==> config.mk <==
export PLATFORM = sky130hd
export DESIGN_NAME = fb_rect_fill
export DESIGN_NICKNAME = d
export VERILOG_FILES = /design/src/rtl/fb_rect_fill_pkg.sv /design/src/rtl/fb_lane_mask.sv /design/src/rtl/fb_rect_fill.sv
export SDC_FILE = /design/constraint.sdc
export NUM_CORES = 1
export LEC_CHECK = 0
export BUFFER_PORTS_ARGS = -buffer_cell sky130_fd_sc_hd__buf_2
export CAP_MARGIN = 40
export CORE_AREA = 5 5 188 235
export DETAILED_ROUTE_END_ITERATION = 6
export DIE_AREA = 0 0 193 240
export GPL_ROUTABILITY_DRIVEN = 0
export SLEW_MARGIN = 20
export SYNTH_ARGS = -nofsm -noshare
export SYNTH_HDL_FRONTEND = slang
export SYNTH_HIERARCHICAL = 1
export SYNTH_SLANG_ARGS = --single-unit
==> constraint.sdc <==
create_clock -name clk -period 8.7 [get_ports clk]
set_input_delay 1.74 -clock clk [delete_from_list [all_inputs] [get_ports clk]]
set_output_delay 1.74 -clock clk [all_outputs]
set_load 0.02 [all_outputs]
==> src/rtl/fb_rect_fill_pkg.sv <==
// Shared frame-buffer constants and state encoding for the rectangle writer and
// the scan-out path that reads the same 400x300 byte-per-pixel buffer.
package fb_rect_fill_pkg;

  localparam int FB_WIDTH         = 400;
  localparam int FB_HEIGHT        = 300;
  localparam int X_BITS           = 9;
  localparam int Y_BITS           = 9;
  localparam int BUFFER_ADDR_BITS = 17;
  localparam int CHANNEL_BITS     = 2;
  localparam int COLOR_BITS       = 3 * CHANNEL_BITS;
  localparam int PIXEL_BITS       = 8;

  typedef enum logic [1:0] {
    ST_IDLE  = 2'd0,
    ST_SETUP = 2'd1,
    ST_FILL  = 2'd2,
    ST_DONE  = 2'd3
  } fb_state_e;

  // One colour byte replicated into every lane; byte enables pick the pixels.
  function automatic logic [31:0] color_word(input logic [COLOR_BITS-1:0] color);
    logic [PIXEL_BITS-1:0] px;
    px = {{(PIXEL_BITS - COLOR_BITS){1'b0}}, color};
    return {4{px}};
  endfunction

endpackage

==> src/rtl/fb_lane_mask.sv <==
// Byte-enable mask for one write beat: n = min(4 - lane, remaining) pixels
// starting at byte lane `lane`.
module fb_lane_mask
  import fb_rect_fill_pkg::*;
(
  input  logic [1:0]      lane,
  input  logic [X_BITS:0] remaining,
  output logic [3:0]      we,
  output logic [2:0]      n
);

  logic [2:0] avail;
  logic [3:0] base;

  always_comb begin
    avail = 3'd4 - {1'b0, lane};
    if (remaining < {{(X_BITS - 2){1'b0}}, avail}) begin
      n = remaining[2:0];
    end else begin
      n = avail;
    end
    case (n)
      3'd1:    base = 4'b0001;
      3'd2:    base = 4'b0011;
      3'd3:    base = 4'b0111;
      3'd4:    base = 4'b1111;
      default: base = 4'b0000;
    endcase
    we = base << lane;
  end

endmodule

==> src/rtl/fb_rect_fill.sv <==
// Rectangle-fill writer on port B of the frame buffer: clips the rectangle to
// the screen and writes up to four pixels per beat using byte enables.
module fb_rect_fill
  import fb_rect_fill_pkg::*;
(
  input  logic                  clk,
  input  logic                  resetn,
  input  logic                  cmd_valid,
  output logic                  cmd_ready,
  input  logic [X_BITS-1:0]     cmd_x,
  input  logic [Y_BITS-1:0]     cmd_y,
  input  logic [X_BITS-1:0]     cmd_w,
  input  logic [Y_BITS-1:0]     cmd_h,
  input  logic [COLOR_BITS-1:0] cmd_color,
  output logic                  busy,
  output logic                  done,
  output logic [31:0]           buffer_addr,
  output logic [31:0]           buffer_din,
  input  logic [31:0]           buffer_dout,
  output logic                  buffer_en,
  output logic                  buffer_rst,
  output logic [3:0]            buffer_we
);

  localparam logic [X_BITS:0]           X_LIMIT    = (X_BITS + 1)'(FB_WIDTH);
  localparam logic [Y_BITS:0]           Y_LIMIT    = (Y_BITS + 1)'(FB_HEIGHT);
  localparam logic [BUFFER_ADDR_BITS-1:0] ROW_STRIDE = BUFFER_ADDR_BITS'(FB_WIDTH);

  fb_state_e                   state_q;
  logic [X_BITS-1:0]           x_q, w_q;
  logic [Y_BITS-1:0]           y_q, h_q;
  logic [COLOR_BITS-1:0]       color_q;
  logic [X_BITS:0]             x_end_q, cur_x_q;
  logic [Y_BITS:0]             y_end_q, row_q;
  logic [BUFFER_ADDR_BITS-1:0] row_base_q;
  logic                        last_q;
  logic                        busy_q, done_q, en_q;
  logic [BUFFER_ADDR_BITS-1:0] addr_q;
  logic [31:0]                 din_q;
  logic [3:0]                  we_q;

  logic [X_BITS:0]             setup_x_sum, setup_x_end;
  logic [Y_BITS:0]             setup_y_sum, setup_y_end;
  logic [BUFFER_ADDR_BITS-1:0] setup_row_base;
  logic                        setup_empty;
  logic [X_BITS:0]             src_cur_x, src_x_end, remaining, cur_x_d;
  logic [Y_BITS:0]             src_row, src_y_end, row_d;
  logic [BUFFER_ADDR_BITS-1:0] src_row_base, beat_addr;
  logic [3:0]                  lane_we;
  logic [2:0]                  lane_n;
  logic                        row_end, last_beat, issue;

  always_comb begin
    setup_x_sum    = {1'b0, x_q} + {1'b0, w_q};
    setup_y_sum    = {1'b0, y_q} + {1'b0, h_q};
    setup_x_end    = (setup_x_sum > X_LIMIT) ? X_LIMIT : setup_x_sum;
    setup_y_end    = (setup_y_sum > Y_LIMIT) ? Y_LIMIT : setup_y_sum;
    setup_row_base = {{(BUFFER_ADDR_BITS - Y_BITS){1'b0}}, y_q} * ROW_STRIDE;
    setup_empty    = (w_q == '0) || (h_q == '0) ||
                     ({1'b0, x_q} >= X_LIMIT) || ({1'b0, y_q} >= Y_LIMIT);

    // The first beat is issued out of SETUP, so its operands bypass the registers.
    if (state_q == ST_SETUP) begin
      src_cur_x    = {1'b0, x_q};
      src_x_end    = setup_x_end;
      src_row      = {1'b0, y_q};
      src_y_end    = setup_y_end;
      src_row_base = setup_row_base;
    end else begin
      src_cur_x    = cur_x_q;
      src_x_end    = x_end_q;
      src_row      = row_q;
      src_y_end    = y_end_q;
      src_row_base = row_base_q;
    end

    remaining = src_x_end - src_cur_x;
    beat_addr = src_row_base + {{(BUFFER_ADDR_BITS - X_BITS - 1){1'b0}}, src_cur_x};
    cur_x_d   = src_cur_x + {{(X_BITS - 2){1'b0}}, lane_n};
    row_d     = src_row + 1'b1;
    row_end   = (cur_x_d == src_x_end);
    last_beat = row_end && (row_d == src_y_end);
    issue     = ((state_q == ST_SETUP) && !setup_empty) ||
                ((state_q == ST_FILL) && !last_q);
  end

  fb_lane_mask u_lane_mask (
    .lane      (beat_addr[1:0]),
    .remaining (remaining),
    .we        (lane_we),
    .n         (lane_n)
  );

  always_ff @(posedge clk or negedge resetn) begin
    if (!resetn) begin
      state_q    <= ST_IDLE;
      x_q        <= '0;
      y_q        <= '0;
      w_q        <= '0;
      h_q        <= '0;
      color_q    <= '0;
      x_end_q    <= '0;
      y_end_q    <= '0;
      cur_x_q    <= '0;
      row_q      <= '0;
      row_base_q <= '0;
      last_q     <= 1'b0;
      busy_q     <= 1'b0;
      done_q     <= 1'b0;
      en_q       <= 1'b0;
      addr_q     <= '0;
      din_q      <= '0;
      we_q       <= '0;
    end else begin
      done_q <= 1'b0;
      en_q   <= 1'b0;
      we_q   <= '0;
      case (state_q)
        ST_IDLE: begin
          if (cmd_valid) begin
            x_q     <= cmd_x;
            y_q     <= cmd_y;
            w_q     <= cmd_w;
            h_q     <= cmd_h;
            color_q <= cmd_color;
            busy_q  <= 1'b1;
            state_q <= ST_SETUP;
          end
        end
        ST_SETUP: begin
          x_end_q <= setup_x_end;
          y_end_q <= setup_y_end;
          if (setup_empty) begin
            done_q  <= 1'b1;
            state_q <= ST_DONE;
          end else begin
            state_q <= ST_FILL;
          end
        end
        ST_FILL: begin
          if (last_q) begin
            done_q  <= 1'b1;
            state_q <= ST_DONE;
          end
        end
        ST_DONE: begin
          busy_q  <= 1'b0;
          state_q <= ST_IDLE;
        end
        default: state_q <= ST_IDLE;
      endcase

      if (issue) begin
        addr_q <= beat_addr;
        din_q  <= color_word(color_q);
        en_q   <= 1'b1;
        we_q   <= lane_we;
        last_q <= last_beat;
        // Rows start word-aligned, so a beat never straddles a row boundary.
        if (row_end) begin
          cur_x_q    <= {1'b0, x_q};
          row_base_q <= src_row_base + ROW_STRIDE;
          row_q      <= row_d;
        end else begin
          cur_x_q    <= cur_x_d;
          row_base_q <= src_row_base;
          row_q      <= src_row;
        end
      end
    end
  end

  logic unused_dout;
  assign unused_dout = ^buffer_dout;

  assign cmd_ready   = resetn && (state_q == ST_IDLE);
  assign busy        = busy_q;
  assign done        = done_q;
  assign buffer_addr = {{(32 - BUFFER_ADDR_BITS){1'b0}}, addr_q};
  assign buffer_din  = din_q;
  assign buffer_en   = en_q;
  assign buffer_rst  = 1'b0;
  assign buffer_we   = we_q;

endmodule

==> results of run 1 <==
## worst paths after layout
check / from / endpoint / cells after the start
min in group asynchronous: resetn / row_base_q[8] / 1
worst min register to register: color_q[3] / buffer_din[27] / 2
max in group asynchronous: resetn / h_q[8] / 3
worst min-delay path: color_q[3] / buffer_din[27] / 2
worst max-delay path: x_q[0] / last_q / 33
worst max register to register: x_q[0] / last_q / 33
## per-layer routing
layer  vias up  GRT usage
met3        46    0.02353
met4         0    0.05151
met1      4018     0.1344
met2       162     0.2242
li1       4112          -
met5         -          0
## kinds of logic after synthesis
group	after synthesis	synth area share
AOI/OAI and AO/OA	265	0.1749
xor gates and xnor gates	77	0.06719
adders and majority gates	93	0.1202
buffers and inverters	166	0.07916
DFF	132	0.3225
muxes	81	0.08661
other	1	0.0003661
and+or+nand+nor	315	0.1490
## layout make-up
class	instances	area, um^2	area share
inverters	84	315.3	0.02663
repair buffers	124	740.7	0.06256
clock buffers	19	442.9	0.03741
well taps	559	699.4	0.05907
multi-input cells	855	6251	0.5280
clock inverters	10	87.58	0.007397
flip-flops and latches	132	3303	0.2790
## worst max-delay path, delay by kind of cell (launching register included)
family / cells / cell delay [ns]
compound gates: 10 / 2.32
xor+xnor: 2 / 0.38
fa+ha+maj: 5 / 1.67
buf+inv: 3 / 0.31
flops: 1 / 0.39
mux: 1 / 0.30
simple gates: 12 / 2.69
## stage by stage
stage / area (um^2) / hold slack [ns] / cells / setup TNS, ns / worst slack (ns)
final: 11840 / 0.4659 / 1783 / 0 / 0.5671
after global routing: 11840 / 0.4885 / 1783 / -0.008700 / -0.008700
after CTS: 11750 / 0.4718 / 1778 / 0 / 0.1187
after detailed placement: 11220 / 0.4575 / 1749 / 0 / 0.1646
after global placement: 11190 / 0.4528 / 1747 / 0 / 0.2701
after floorplan: 10330 / 0.4407 / 1153 / 0 / 0.4685
## repair_timing
action                                  4_1_cts  5_1_grt
endpoints found under the setup margin        0       34
endpoints found under the hold margin         0        0
setup buffers                                 0        4
resized for setup                             0       12
## cell usage in the layout (no fill, tap or decap), types with 5 or more instances in the layout
cell type,instances
xnor2_1,43
dfrtp_1,132
nand4_1,13
nand3b_1,5
a211oi_1,5
o21a_1,10
nand3_1,23
inv_1,82
clkinv_2,5
a22oi_1,5
a22o_1,6
mux2i_1,31
a21o_1,9
o211ai_1,14
and2_1,12
and3_1,5
fa_1,8
a31oi_1,7
a21oi_1,79
o21ai_0,56
nor2_1,68
ha_1,82
nand2b_1,6
nor4_1,8
nand2_1,99
nor3_1,27
a211o_1,5
clkbuf_16,17
buf_4,26
xor2_1,33
conb_1,24
o221ai_1,5
buf_2,92
mux2_2,46
o31ai_1,9
nor2b_1,20
## sequential cells by signal (all words and copies together), names as in the netlist, 9 cells and up
register    flops
w_q             9
cur_x_q        10
x_end_q        10
h_q             9
row_base_q     17
addr_q         17
y_q             9
y_end_q        10
row_q          10
x_q             9
==> qor.yml, run 1 <==
maxSlewViolCount: 0
nets: 1384
cp.arrival_ns: 8.50
r2r_setup_slack_ns: 0.57
fin_crit_sh: 0.9348
synth.avg_cell_area_um2: 9.064
maxCapViolCount: 0
worstPathRequired_ns: 9.07
wl_met1_um: 11060
critical_path_class: "reg -> reg"
clock_sinks: 132
ant_nets: 0
drcViolationCount: 0
die_w_um: 193
io_pins: 150
grt_pass1_wl_um: 44190
first_pass_iters: 5
slowest_stage: "or4_1"
netlist.area_leader.share: 0.3225
grt_max_degree: 69
antenna_found_initial: 0
wirelength_um: 27860
top_layer_used: "met4"
synth.distinct_cells: 85
die_h_um: 240
num_antenna_cells: 0
grt_pass1_vias: 8377
start_util: 0.2455
yosysWarnings: 6
status: "finished, final reports clean"
clkTransAtPathRegs_ns: 0.06
hold_buffers: 0
first_iter_violations: 388
cts_tree: "yes"
root_buffer: "clkbuf_16"
syn_area_um2: 10240
setup_violations: 0
coreArea_um2: 41730
areaGrowthSynthToFinish_pct: 15.60
cts_buffers: 17
dr_wl_met3_um: 1011
fillers: 4470
dr_wl_met2_um: 14840
cts_max_level: 4
synth_edf_count: 0
netlist_top_cells_count: "132 x dfrtp_1, 100 x nand2_1, 84 x ha_1"
end_kind: "flip-flop"
via_count: 8338
syn_inst: 1130
insertion_delay_ns: 0.44
synth_area_leaders: "dfrtp_1 32%, ha_1 10%, mux2_2 5.1%"
crit_path_max_fanout: 4
max_freq_ghz: 0.1230
clk_path_buf_depth: 2
hpwl_um: 21010
synth_top_flop_cell: "dfrtp_1"
fin_crit_ns: 8.133
synth-async-reset-ratio: 1.000
ys_ff_latch: 132
hold_viol: 0
grt_overflow_total: 0
drive_gt1_frac: 0.1928
grt_use_total: 0.1213
placement.io_buffers: 93
tightest_slew_ns: 0.8014
synth.most_common_cell: "dfrtp_1"
min_path_type: "reg -> reg"
yosys.area.top_type: "dfrtp_1"
via_per_inst: 4.676
worst_clock_skew_ns: 0.009510
slew_headroom: 0.4657
dieArea_um2: 46320
max_stage_delay_ns: 0.59
yosysSeqAreaShare: 0.3225
wl_per_cell_um: 15.63
rows: 84
final_core_util: 0.2838
worstSetupStartpointType: "flip-flop"
Power of run 1 is left out: the tool's default activity adds up to more than one toggle a clock period on the data nets, which glitch-free logic cannot reach.
==> run 2: changes to the inputs <==
--- a/config.mk
+++ b/config.mk
@@ -5,11 +5,12 @@
 export SDC_FILE = /design/constraint.sdc
 export NUM_CORES = 1
 export LEC_CHECK = 0
+export ABC_AREA = 1
 export BUFFER_PORTS_ARGS = -buffer_cell sky130_fd_sc_hd__buf_2
 export CAP_MARGIN = 40
-export CORE_AREA = 5 5 188 235
+export CORE_AREA = 5 5 190 238
 export DETAILED_ROUTE_END_ITERATION = 6
-export DIE_AREA = 0 0 193 240
+export DIE_AREA = 0 0 195 243
 export GPL_ROUTABILITY_DRIVEN = 0
 export SLEW_MARGIN = 20
 export SYNTH_ARGS = -nofsm -noshare
==> run 2 against run 1 <==
Against the previous run:
- global-route usage fell by 0.31 points
- core utilization fell by 0.41 points
- die area rose by 2.3%
- worst setup slack improved by 1.2 ns
- non-clock buffer count fell by 22
- flip-flop and latch count did not move
- sequential share of layout area fell by 0.27 points
- register-to-register slack improved by 1.2 ns
- area after synthesis rose by 2.9%
==> qor.yml, run 2 <==
fin_crit_sh: 0.7927  # was 0.9348
fillers: 4704  # was 4,470
rows: 85  # was 84
rsz0062_at_grt: "no"
path_buf_inv: 2  # was 3
areaGrowthSynthToFinish_pct: 13.50  # was 15.60%
slowest_stage: "nor2_4"  # was or4_1
drive_gt1_frac: 0.1250  # was 0.1928
grt_use_total: 0.1182  # was 0.1213
setup_violations: 0  # unchanged
clock_sinks: 132  # unchanged
netlist_top_cells_count: "535 x nand2_1, 184 x inv_1, 132 x dfrtp_1"  # was 132 x dfrtp_1, 100 x nand2_1, 84 x ha_1
hpwl_um: 21200  # was 21,010 um
clkTransAtPathRegs_ns: 0.07  # was 0.06 ns
clk_path_buf_depth: 2  # unchanged
num_antenna_cells: 0  # unchanged
synth-xor-area-share: 0.03741  # was 0.06719
first_iter_violations: 520  # was 388
placed_cells: 2116  # was 1,749
max_freq_ghz: 0.1450  # was 0.1230 GHz
die_w_um: 195  # was 193 um
synth_compound_area_frac: 0.07352  # was 0.1749
post_cts_buffers: 0  # unchanged
slew_headroom: 0.4340  # was 0.4657
cp.arrival_ns: 7.22  # was 8.50 ns
hold_viol: 0  # unchanged
instances_no_fill: 2149  # was 1,783
first_pass_iters: 5  # unchanged
end_kind: "flip-flop"  # unchanged
nets: 1741  # was 1,384
drcViolationCount: 0  # unchanged
synthAdderAreaFrac: 0.1169  # was 0.1202
die_h_um: 243  # was 240 um
cts_max_level: 4  # unchanged
grt_max_degree: 68  # was 69
crit_top_cell: "nand2_1"
tns_ns: 0  # unchanged
ant_nets: 0  # unchanged
critical_path_class: "reg -> reg"  # unchanged
status: "finished, final reports clean"  # unchanged
maxCapViolCount: 0  # unchanged
syn_area_um2: 10540  # was 10,240 um^2
tightest_slew_ns: 0.8469  # was 0.8014 ns
synth_area_leaders: "dfrtp_1 31%, nand2_1 19%, ha_1 10%"  # was dfrtp_1 32%, ha_1 10%, mux2_2 5.1%
placement.io_buffers: 93  # unchanged
mostFrequentLayoutCells: "534 x nand2_1, 184 x inv_1, 132 x dfrtp_1"  # was 132 x dfrtp_1, 99 x nand2_1, 92 x buf_2
worstPathRequired_ns: 9.02  # was 9.07 ns
max_stage_delay_ns: 0.63  # was 0.59 ns
yosysWarnings: 6  # unchanged
synthSimpleGateAreaFrac: 0.3381  # was 0.1490
hold_buffers: 0  # unchanged
coreArea_um2: 42750  # was 41,730 um^2
grt_pass1_vias: 9235  # was 8,377
cts_buffers: 17  # unchanged
synth_top_flop_cell: "dfrtp_1"  # unchanged
insertion_delay_ns: 0.44  # about the same
wl_per_cell_um: 13.08  # was 15.63 um
worstHoldPathCells: 2  # unchanged
path_delay_family: "simple AND/OR/NAND/NOR gates"  # unchanged
maxSlewViolCount: 0  # unchanged
start_util: 0.2464  # was 0.2455
netlist.area_leader.share: 0.3135  # was 0.3225
io_pins: 150  # unchanged
antenna_found_initial: 0  # unchanged
root_buffer: "clkbuf_16"  # unchanged
worstSetupStartpointType: "flip-flop"  # unchanged
via_per_inst: 4.374  # was 4.676
cts_tree: "yes"  # unchanged
grt_pass1_wl_um: 46140  # was 44,190 um
synth.most_common_cell: "nand2_1"  # was dfrtp_1
synth_mux_area_frac: 0  # was 0.08661
synth.avg_cell_area_um2: 6.986  # was 9.064 um^2
cp.depth: 40  # was 33
worst_clock_skew_ns: 0.01039  # was 0.009510 ns
synth_top_family_by_area: "simple AND/OR/NAND/NOR gates"  # was compound AO/OA/AOI/OAI gates
min_path_type: "reg -> reg"  # unchanged
fin_crit_ns: 6.897  # was 8.133 ns
dieArea_um2: 47390  # was 46,320 um^2
synth-async-reset-ratio: 1.000  # unchanged
syn_inst: 1508  # was 1,130
yosysSeqAreaShare: 0.3135  # was 0.3225
reg2reg_depth: 40  # was 33
final_common_cell: "nand2_1"  # was dfrtp_1
wirelength_um: 28120  # was 27,860 um
yosys.area.top_type: "dfrtp_1"  # unchanged
reg_top3: "addr_q: 17 flops, row_base_q: 17 flops"  # unchanged
grt_overflow_total: 0  # unchanged
crit_path_max_fanout: 32  # was 4
ys_ff_latch: 132  # unchanged
synth_edf_count: 0  # unchanged
via_count: 9399  # was 8,338
cts_resized: 0  # unchanged
synth.distinct_cells: 50  # was 85
-- run 2: kinds of logic (layout without fill, tap and decap cells) --
family / Yosys count / count (layout)
XOR/XNOR: 45 / 45
adder cells (fa/ha/maj): 93 / 93
AO/OA/AOI/OAI: 135 / 135
AND/OR/NAND/NOR: 824 / 824
flip-flops: 132 / 132
other: 1 / 24
buffers and inverters: 278 / 331
-- run 2: final timing paths --
check / start / endpoint / slack (ns)
min reg2reg: addr_q[9] / addr_q[9] / 0.47
max in group asynchronous: resetn / h_q[8] / 6.52
min in group asynchronous: resetn / row_base_q[5] / 1.20
max: w_q[0] / row_q[6] / 1.80
min: addr_q[9] / addr_q[9] / 0.47
max reg2reg: w_q[0] / row_q[6] / 1.80
-- run 2: layout make-up --
cell class	count	area, um^2	area share
flip-flops and latches	132	3303	0.2762
clock buffers	18	429.2	0.03589
clock inverters	14	168.9	0.01413
inverters	197	740.7	0.06194
well taps	565	706.9	0.05912
multi-input cells	1121	6057	0.5065
repair buffers	102	551.8	0.04614
-- run 2: per-layer routing --
metal  vias up  GRT usage  part of all wire
met5         -          0                 0
met4         0    0.03759             0.018
met3        26    0.01789             0.026
met2       143     0.2238              0.53
met1      4413     0.1351              0.43
li1       4817          -                 -
-- run 2: metrics by stage --
| stage | cell area (um^2) | setup slack, ns | hold WS, ns | util |
|---|---|---|---|---|
| 2_1_floorplan | 10620 | 2.997 | 0.4436 | - |
| 5_1_grt | 11960 | 1.224 | 0.4836 | 0.2797 |
| 6_report | 11960 | 1.803 | 0.4709 | 0.2797 |
| 3_5_place_dp | 11340 | 1.819 | 0.4604 | 0.2652 |
| 4_1_cts | 11940 | 1.785 | 0.4738 | 0.2792 |
| 3_3_place_gp | 11340 | 1.888 | 0.4566 | 0.2652 |
-- run 2: tightest hold or removal path, delay by kind of cell (launching register included) --
family,cells,cell delay [ns]
and+or+nand+nor,2,0.10
DFF,1,0.34
Power of run 2 is left out for the same reason.
